File: config.mk
export PLATFORM = sky130hd
export DESIGN_NAME = alien_formation_flat
export DESIGN_NICKNAME = d
export VERILOG_FILES = /design/src/rtl/alien_formation_if.sv /design/src/rtl/alien_formation.sv /design/src/flat_wrapper.sv
export SDC_FILE = /design/constraint.sdc
export NUM_CORES = 1
export LEC_CHECK = 0
export ABC_AREA = 1
export CAP_MARGIN = 20
export CELL_PAD_IN_SITES_DETAIL_PLACEMENT = 1
export CELL_PAD_IN_SITES_GLOBAL_PLACEMENT = 1
export CORE_MARGIN = 2
export CORE_UTILIZATION = 40
export DETAILED_ROUTE_END_ITERATION = 8
export GPL_ROUTABILITY_DRIVEN = 0
export PLACE_DENSITY_LB_ADDON = 0.1
export SLEW_MARGIN = 10
export SYNTH_ARGS = -nofsm -noshare
export SYNTH_HDL_FRONTEND = slang
export SYNTH_SLANG_ARGS = --single-unit
File: constraint.sdc
create_clock -name Clk -period 11.57 [get_ports Clk]
set_input_delay 3.471 -clock Clk [delete_from_list [all_inputs] [get_ports Clk]]
set_output_delay 3.471 -clock Clk [all_outputs]
set_load 0.005 [all_outputs]
File: src/rtl/alien_formation_if.sv
// Signal bundle between the formation controller and the rest of the game:
// collision/player inputs in, formation position and status out.
interface alien_formation_if;
    logic        Game_Enable;
    logic [49:0] Aliens_Grid;
    logic [8:0]  Player_Row;
    logic [8:0]  Aliens_Row;
    logic [9:0]  Aliens_Col;
    logic        Aliens_Dir;
    logic        Step_Pulse;
    logic        Invaded;

    modport master (
        output Game_Enable, Aliens_Grid, Player_Row,
        input  Aliens_Row, Aliens_Col, Aliens_Dir, Step_Pulse, Invaded
    );

    modport slave (
        input  Game_Enable, Aliens_Grid, Player_Row,
        output Aliens_Row, Aliens_Col, Aliens_Dir, Step_Pulse, Invaded
    );
endinterface

File: src/rtl/alien_formation.sv
// Space-invaders formation mover: steps the 10x5 alien block sideways, drops
// at the screen edges, speeds up as aliens die and halts on invasion.
//
//   state  | meaning
//   MOVE_R | stepping right, drop and turn at right edge
//   MOVE_L | stepping left, drop and turn at left edge
//   HALT   | formation reached the player; frozen until Reset
module alien_formation #(
    parameter int BasePeriod  = 2000000,
    parameter int StartRow    = 40,
    parameter int StartCol    = 120,
    parameter int StepX       = 10,
    parameter int StepY       = 10,
    parameter int ScreenWidth = 640
) (
    input  logic              Clk,
    input  logic              Reset,
    alien_formation_if.slave  bus
);

    typedef enum logic [1:0] {MOVE_R, MOVE_L, HALT} state_t;

    function automatic logic [23:0] clamp_period(input int p);
        return (p < 1) ? 24'd1 : 24'(p);
    endfunction

    localparam logic [23:0] P_FULL   = clamp_period(BasePeriod);
    localparam logic [23:0] P_HALF   = clamp_period(BasePeriod / 2);
    localparam logic [23:0] P_QTR    = clamp_period(BasePeriod / 4);
    localparam logic [23:0] P_EIGHTH = clamp_period(BasePeriod / 8);

    state_t      state;
    logic [23:0] cnt;

    logic [5:0]  n_live;
    logic [9:0]  col_live;
    logic [4:0]  row_live;
    logic [3:0]  left_col;
    logic [3:0]  right_col;
    logic [2:0]  bottom_row;
    logic [23:0] period;
    logic [11:0] right_px;
    logic [11:0] left_px;
    logic [11:0] bottom_px;
    logic        hit_right;
    logic        hit_left;
    logic        invade;
    logic        active;
    logic        tick;

    always_comb begin
        n_live     = '0;
        col_live   = '0;
        row_live   = '0;
        left_col   = '0;
        right_col  = '0;
        bottom_row = '0;
        for (int r = 0; r < 5; r++) begin
            for (int c = 0; c < 10; c++) begin
                n_live = n_live + 6'(bus.Aliens_Grid[r*10+c]);
                if (bus.Aliens_Grid[r*10+c]) begin
                    col_live[c] = 1'b1;
                    row_live[r] = 1'b1;
                end
            end
        end
        // Descending scan leaves the smallest live column; ascending the largest.
        for (int c = 9; c >= 0; c--)
            if (col_live[c]) left_col = 4'(c);
        for (int c = 0; c < 10; c++)
            if (col_live[c]) right_col = 4'(c);
        for (int r = 0; r < 5; r++)
            if (row_live[r]) bottom_row = 3'(r);
    end

    always_comb begin
        if (n_live > 6'd25)      period = P_FULL;
        else if (n_live > 6'd10) period = P_HALF;
        else if (n_live > 6'd3)  period = P_QTR;
        else                     period = P_EIGHTH;
    end

    assign right_px  = 12'(bus.Aliens_Col) + 12'(right_col) * 12'd40 + 12'd30 + 12'(StepX);
    assign left_px   = 12'(bus.Aliens_Col) + 12'(left_col) * 12'd40;
    assign bottom_px = 12'(bus.Aliens_Row) + 12'(bottom_row) * 12'd30 + 12'd20;
    assign hit_right = right_px > 12'(ScreenWidth);
    assign hit_left  = left_px < 12'(StepX);
    assign invade    = (n_live != 6'd0) && (bottom_px >= 12'(bus.Player_Row));
    assign active    = (state != HALT) && bus.Game_Enable && (n_live != 6'd0);
    assign tick      = active && (cnt >= period - 24'd1);

    always_ff @(posedge Clk) begin
        if (Reset) begin
            state          <= MOVE_R;
            cnt            <= '0;
            bus.Aliens_Row <= 9'(StartRow);
            bus.Aliens_Col <= 10'(StartCol);
            bus.Aliens_Dir <= 1'b0;
            bus.Step_Pulse <= 1'b0;
            bus.Invaded    <= 1'b0;
        end else begin
            bus.Step_Pulse <= 1'b0;
            if (state != HALT) begin
                if (invade) begin
                    // Invasion wins over any tick landing in the same cycle.
                    state          <= HALT;
                    bus.Invaded    <= 1'b1;
                    bus.Aliens_Dir <= 1'b0;
                end else if (tick) begin
                    cnt            <= '0;
                    bus.Step_Pulse <= 1'b1;
                    if (state == MOVE_R) begin
                        if (hit_right) begin
                            bus.Aliens_Row <= bus.Aliens_Row + 9'(StepY);
                            state          <= MOVE_L;
                            bus.Aliens_Dir <= 1'b1;
                        end else begin
                            bus.Aliens_Col <= bus.Aliens_Col + 10'(StepX);
                        end
                    end else begin
                        if (hit_left) begin
                            bus.Aliens_Row <= bus.Aliens_Row + 9'(StepY);
                            state          <= MOVE_R;
                            bus.Aliens_Dir <= 1'b0;
                        end else begin
                            bus.Aliens_Col <= bus.Aliens_Col - 10'(StepX);
                        end
                    end
                end else if (active) begin
                    cnt <= cnt + 24'd1;
                end
            end
        end
    end

endmodule

File: src/flat_wrapper.sv
// flat-port wrapper written by rule: the top's interface ports become plain ports
module alien_formation_flat 
#(
    parameter int BasePeriod  = 2000000,
    parameter int StartRow    = 40,
    parameter int StartCol    = 120,
    parameter int StepX       = 10,
    parameter int StepY       = 10,
    parameter int ScreenWidth = 640
)
  (Clk, Reset, bus_Game_Enable, bus_Aliens_Grid, bus_Player_Row, bus_Aliens_Row, bus_Aliens_Col, bus_Aliens_Dir, bus_Step_Pulse, bus_Invaded);
  alien_formation_if bus_i ();
  input  logic Clk;
  input  logic Reset;
  input wire logic [$bits(bus_i.Game_Enable)-1:0] bus_Game_Enable;
  input wire logic [$bits(bus_i.Aliens_Grid)-1:0] bus_Aliens_Grid;
  input wire logic [$bits(bus_i.Player_Row)-1:0] bus_Player_Row;
  output wire logic [$bits(bus_i.Aliens_Row)-1:0] bus_Aliens_Row;
  output wire logic [$bits(bus_i.Aliens_Col)-1:0] bus_Aliens_Col;
  output wire logic [$bits(bus_i.Aliens_Dir)-1:0] bus_Aliens_Dir;
  output wire logic [$bits(bus_i.Step_Pulse)-1:0] bus_Step_Pulse;
  output wire logic [$bits(bus_i.Invaded)-1:0] bus_Invaded;
  assign bus_i.Game_Enable = bus_Game_Enable;
  assign bus_i.Aliens_Grid = bus_Aliens_Grid;
  assign bus_i.Player_Row = bus_Player_Row;
  assign bus_Aliens_Row = bus_i.Aliens_Row;
  assign bus_Aliens_Col = bus_i.Aliens_Col;
  assign bus_Aliens_Dir = bus_i.Aliens_Dir;
  assign bus_Step_Pulse = bus_i.Step_Pulse;
  assign bus_Invaded = bus_i.Invaded;
  alien_formation #(.BasePeriod(BasePeriod), .StartRow(StartRow), .StartCol(StartCol), .StepX(StepX), .StepY(StepY), .ScreenWidth(ScreenWidth)) u_core (.Clk(Clk), .Reset(Reset), .bus(bus_i));
endmodule
==> impl_metrics.sql <==
INSERT INTO impl_metrics (metric_group, metric, value, unit) VALUES
('placement', 'dpl_cell_area', '7620', 'sq um'),
('synthesis', 'synthFlopType', 'sky130_fd_sc_hd__dfxtp_1', ''),
('die', 'fp.dieArea', '17500', 'sq um'),
('synthesis', 'synth_fa_ha_area_share', '29.3', '%'),
('synthesis', 'ys_seq_elements', '45', ''),
('sta', 'hold_ws', '453', 'ps'),
('routing', 'initial_drc_count', '237', ''),
('placement', 'post-place-cells', '1260', ''),
('synthesis', 'synth_top_family_by_area', 'simple AND/OR/NAND/NOR gates', ''),
('cts', 'clock_tree_from_tritoncts', 'done', ''),
('cells_and_area', 'num-fill-cells', '2123', ''),
('sta', 'maxSlewHeadroom', '59.6', '%'),
('setup_path', 'worst-setup-path-type', 'in2reg', ''),
('sta', 'setup_viol', '0', ''),
('global_routing', 'first_global_vias', '6617', ''),
('global_routing', 'grt_overflow', '0', ''),
('min_path', 'timing.hold.worst.start', 'u_core.cnt[22]$_SDFFE_PP0P_', ''),
('min_path', 'hold_path_class', 'reg2reg', ''),
('synthesis', 'yosysUniqueCellTypes', '49', ''),
('cts', 'clk_pin_slew_worst_paths', '70', 'ps'),
('global_routing', 'grt_met3_usage', '2.50', '%'),
('sta', 'final-hold-violation-count', '0', ''),
('synthesis', 'synth_top_area_share', '14.7', '%'),
('sta', 'grt_setup_unrepaired', 'no', ''),
('global_routing', 'busiest_layer_in_global_routing', 'met2', ''),
('synthesis', 'synth_simple_gate_area_share', '31.1', '%'),
('cells_and_area', 'post_route_non_filler_standard_cell_count', '1269', ''),
('synthesis', 'synth_compound_area_share', '8.23', '%'),
('global_routing', 'grtUsageMet1', '31.1', '%'),
('setup_path', 'cp-start-kind', 'input port', ''),
('setup_path', 'worst_path_max_delay_cell', 'sky130_fd_sc_hd__fa_1', ''),
('cts', 'cts_root_buffer', 'sky130_fd_sc_hd__clkbuf_16', ''),
('cells_and_area', 'post-route-cell-area', '7840', 'sq um'),
('setup_path', 'setup.reg_to_reg.worst_slack', '7520', 'ps'),
('routing', 'route.detailed.wl_per_inst', '15.0', 'microns'),
('setup_path', 'worstPathArrival', '11230', 'ps'),
('cells_and_area', 'synthToLayoutAreaGrowth', '19.4', '%'),
('cells_and_area', 'final_nets', '1239', ''),
('routing', 'remaining_drc_errors', '0', ''),
('cts', 'clk_latency', '290', 'ps'),
('global_routing', 'wire_length_of_the_first_global_routing_pass', '32800', 'microns'),
('die', 'std_cell_rows', '46', ''),
('synthesis', 'synth_enable_flop_cells', '0', ''),
('setup_path', 'required_time_of_the_critical_path', '11800', 'ps'),
('routing', 'drt_first_pass_iters', '4', ''),
('sta', 'finalClockSkew', '5.25', 'ps'),
('cts', 'cts.sink_count', '45', ''),
('min_path', 'worst_hold_path_ep', 'u_core.cnt[22]$_SDFFE_PP0P_', ''),
('synthesis', 'ys_seq_area_share', '13.7', '%'),
('setup_path', 'ff2ff_path_depth', '19', ''),
('synthesis', 'async_set_or_reset_flop_fraction_in_the_synthesized_netlist', '0', '%'),
('sta', 'total_negative_setup_slacks', '0', 'ps'),
('sta', 'final-max-slew-violation-count', '0', ''),
('min_path', 'whs_path_depth', '2', ''),
('setup_path', 'path_common_cell', 'sky130_fd_sc_hd__fa_1', ''),
('synthesis', 'yosys_warnings', '0', ''),
('setup_path', 'critical-path-max-stage-delay', '540', 'ps'),
('cells_and_area', 'fraction_of_final_layout_cells_with_drive_strength_greater_than_1', '4.84', '%'),
('cts', 'clk_path_buf_depth', '2', ''),
('global_routing', 'pin_count_of_the_biggest_net_entering_global_routing', '28', ''),
('cts', 'cts_made_buffers', '5', ''),
('synthesis', 'synth_area_per_cell', '6.79', 'sq um'),
('routing', 'drt-vias-per-instance', '4.99', ''),
('die', 'boundaryPins', '84', ''),
('die', 'initial_utilization', '41.2', '%'),
('status', 'outcome', 'finished, final reports clean', ''),
('routing', 'routed-via-count', '6328', ''),
('routing', 'routed_wl', '19100', 'microns'),
('setup_path', 'worst_path_dominant_cell_family', 'adder cells', ''),
('setup_path', 'timing.critical_path.buf_inv', '7', ''),
('cells_and_area', 'diodes', '0', '');
[worst max-delay path by stage]
stage,start,end,slack (ps),depth (start not counted)
finish,bus_Aliens_Grid[1],u_core.bus.Aliens_Col[2]$_SDFFE_PP0P_,570,34
floorplan,bus_Aliens_Grid[0],u_core.bus.Aliens_Col[2]$_SDFFE_PP0P_,1060,33
detailed placement,bus_Aliens_Grid[1],u_core.bus.Aliens_Col[2]$_SDFFE_PP0P_,90,35
global route,bus_Aliens_Grid[1],u_core.bus.Aliens_Col[2]$_SDFFE_PP0P_,90,35
CTS,bus_Aliens_Grid[1],u_core.bus.Aliens_Col[2]$_SDFFE_PP0P_,390,35
global placement,bus_Aliens_Grid[1],u_core.bus.Aliens_Col[1]$_SDFFE_PP0P_,240,34
[area by class of cell]
cell class                      count  area, sq um  area share (%)
Multi-Input combinational cell    709         4840            61.8
Sequential cell                    45          901            11.5
Timing Repair Buffer               86          861            11.0
Inverter                          205          771            9.83
Tap cell                          216          270            3.45
Clock buffer                        5          125            1.60
Clock inverter                      3         68.8           0.878
[state kept, by name, indices dropped and copies added (netlist names)]
| register | count |
|---|---|
| u_core.bus.Aliens_Row | 8 |
| u_core.bus.Invaded | 1 |
| u_core.state | 2 |
| u_core.cnt | 24 |
| u_core.bus.Step_Pulse | 1 |
| u_core.bus.Aliens_Col | 9 |
[through the flow]
stage	setup slack (ps)	util, %
finish	572	49.2
detailed placement	87.9	47.8
global route	89.3	49.2
global placement	239	47.8
floorplan	1060	-
CTS	389	49.0
[worst reg2reg max path, stage by stage (launching register included)]
cell                      delay [ps]
sky130_fd_sc_hd__dfxtp_1         460
sky130_fd_sc_hd__ha_1            240
sky130_fd_sc_hd__inv_1            60
sky130_fd_sc_hd__fa_1            400
sky130_fd_sc_hd__xnor2_1         170
sky130_fd_sc_hd__ha_1            220
sky130_fd_sc_hd__or2_2           300
sky130_fd_sc_hd__nand2_1         110
sky130_fd_sc_hd__xor2_1          160
sky130_fd_sc_hd__ha_1            240
sky130_fd_sc_hd__nand2_1          80
sky130_fd_sc_hd__o21ai_0          90
sky130_fd_sc_hd__nor2_1           90
sky130_fd_sc_hd__nand2_1          70
sky130_fd_sc_hd__nand2_1         100
sky130_fd_sc_hd__nand4_4         180
sky130_fd_sc_hd__nor2_4          410
sky130_fd_sc_hd__inv_2           270
sky130_fd_sc_hd__nor3_1          220
sky130_fd_sc_hd__o21a_1          130
[Yosys cell counts, types with 2 or more instances]
cell,count
sky130_fd_sc_hd__a21oi_1,58
sky130_fd_sc_hd__a21oi_2,2
sky130_fd_sc_hd__and2_1,2
sky130_fd_sc_hd__buf_2,3
sky130_fd_sc_hd__buf_4,3
sky130_fd_sc_hd__clkbuf_1,3
sky130_fd_sc_hd__conb_1,2
sky130_fd_sc_hd__dfxtp_1,45
sky130_fd_sc_hd__fa_1,48
sky130_fd_sc_hd__ha_1,77
sky130_fd_sc_hd__inv_1,199
sky130_fd_sc_hd__inv_2,5
sky130_fd_sc_hd__nand2_1,211
sky130_fd_sc_hd__nand2_2,6
sky130_fd_sc_hd__nand2_4,2
sky130_fd_sc_hd__nand3_1,57
sky130_fd_sc_hd__nand3_2,5
sky130_fd_sc_hd__nand3b_1,3
sky130_fd_sc_hd__nand4_1,30
sky130_fd_sc_hd__nor2_1,80
sky130_fd_sc_hd__nor2_2,4
sky130_fd_sc_hd__nor2_4,2
sky130_fd_sc_hd__nor3_1,25
sky130_fd_sc_hd__nor4_1,10
sky130_fd_sc_hd__o21a_1,2
sky130_fd_sc_hd__o21ai_0,24
sky130_fd_sc_hd__o21ai_1,3
sky130_fd_sc_hd__or2_2,3
sky130_fd_sc_hd__xnor2_1,11
sky130_fd_sc_hd__xor2_1,23
[cell families (layout without fill, tap and decap cells)]
kind of cell,after synthesis,after routing
buffers and inverters,216,299
XOR/XNOR,35,35
AND/OR/NAND/NOR,446,446
flip-flops,45,45
adder cells (fa/ha/maj),125,125
other,2,5
AO/OA/AOI/OAI,98,98
[cells in the final DEF (no fill, tap or decap), types with 3 or more instances in the layout]
cell	count
sky130_fd_sc_hd__dfxtp_1	45
sky130_fd_sc_hd__inv_2	5
sky130_fd_sc_hd__xnor2_1	11
sky130_fd_sc_hd__clkbuf_16	5
sky130_fd_sc_hd__fa_1	48
sky130_fd_sc_hd__conb_1	5
sky130_fd_sc_hd__nor3_1	25
sky130_fd_sc_hd__nor2_2	5
sky130_fd_sc_hd__nor4_1	10
sky130_fd_sc_hd__nand3b_1	3
sky130_fd_sc_hd__nand3_2	5
sky130_fd_sc_hd__nand2_1	211
sky130_fd_sc_hd__xor2_1	23
sky130_fd_sc_hd__nand2_2	6
sky130_fd_sc_hd__clkdlybuf4s50_1	81
sky130_fd_sc_hd__nor2_1	79
sky130_fd_sc_hd__or2_2	3
sky130_fd_sc_hd__buf_4	4
sky130_fd_sc_hd__ha_1	77
sky130_fd_sc_hd__nand3_1	57
sky130_fd_sc_hd__o21ai_1	4
sky130_fd_sc_hd__nand4_1	30
sky130_fd_sc_hd__inv_1	199
sky130_fd_sc_hd__a21oi_1	58
sky130_fd_sc_hd__o21ai_0	23
[routing by layer]
layer,wire [microns],up-vias,part of all wire (%)
met5,0,-,0
met4,459,0,2.4
met3,385,27,2.0
met2,8900,82,47
met1,9350,2986,49
li1,-,3233,-
[what timing repair did]
action | 4_1_cts | 5_1_grt
hold buffers | 0 | 0
resized for setup | 0 | 2
setup endpoints to repair | 0 | 13
endpoints found under the hold margin | 0 | 0
setup buffers | 0 | 1
Power is left out: the tool's default activity adds up to more than one toggle a clock period on the data nets, which glitch-free logic cannot reach.
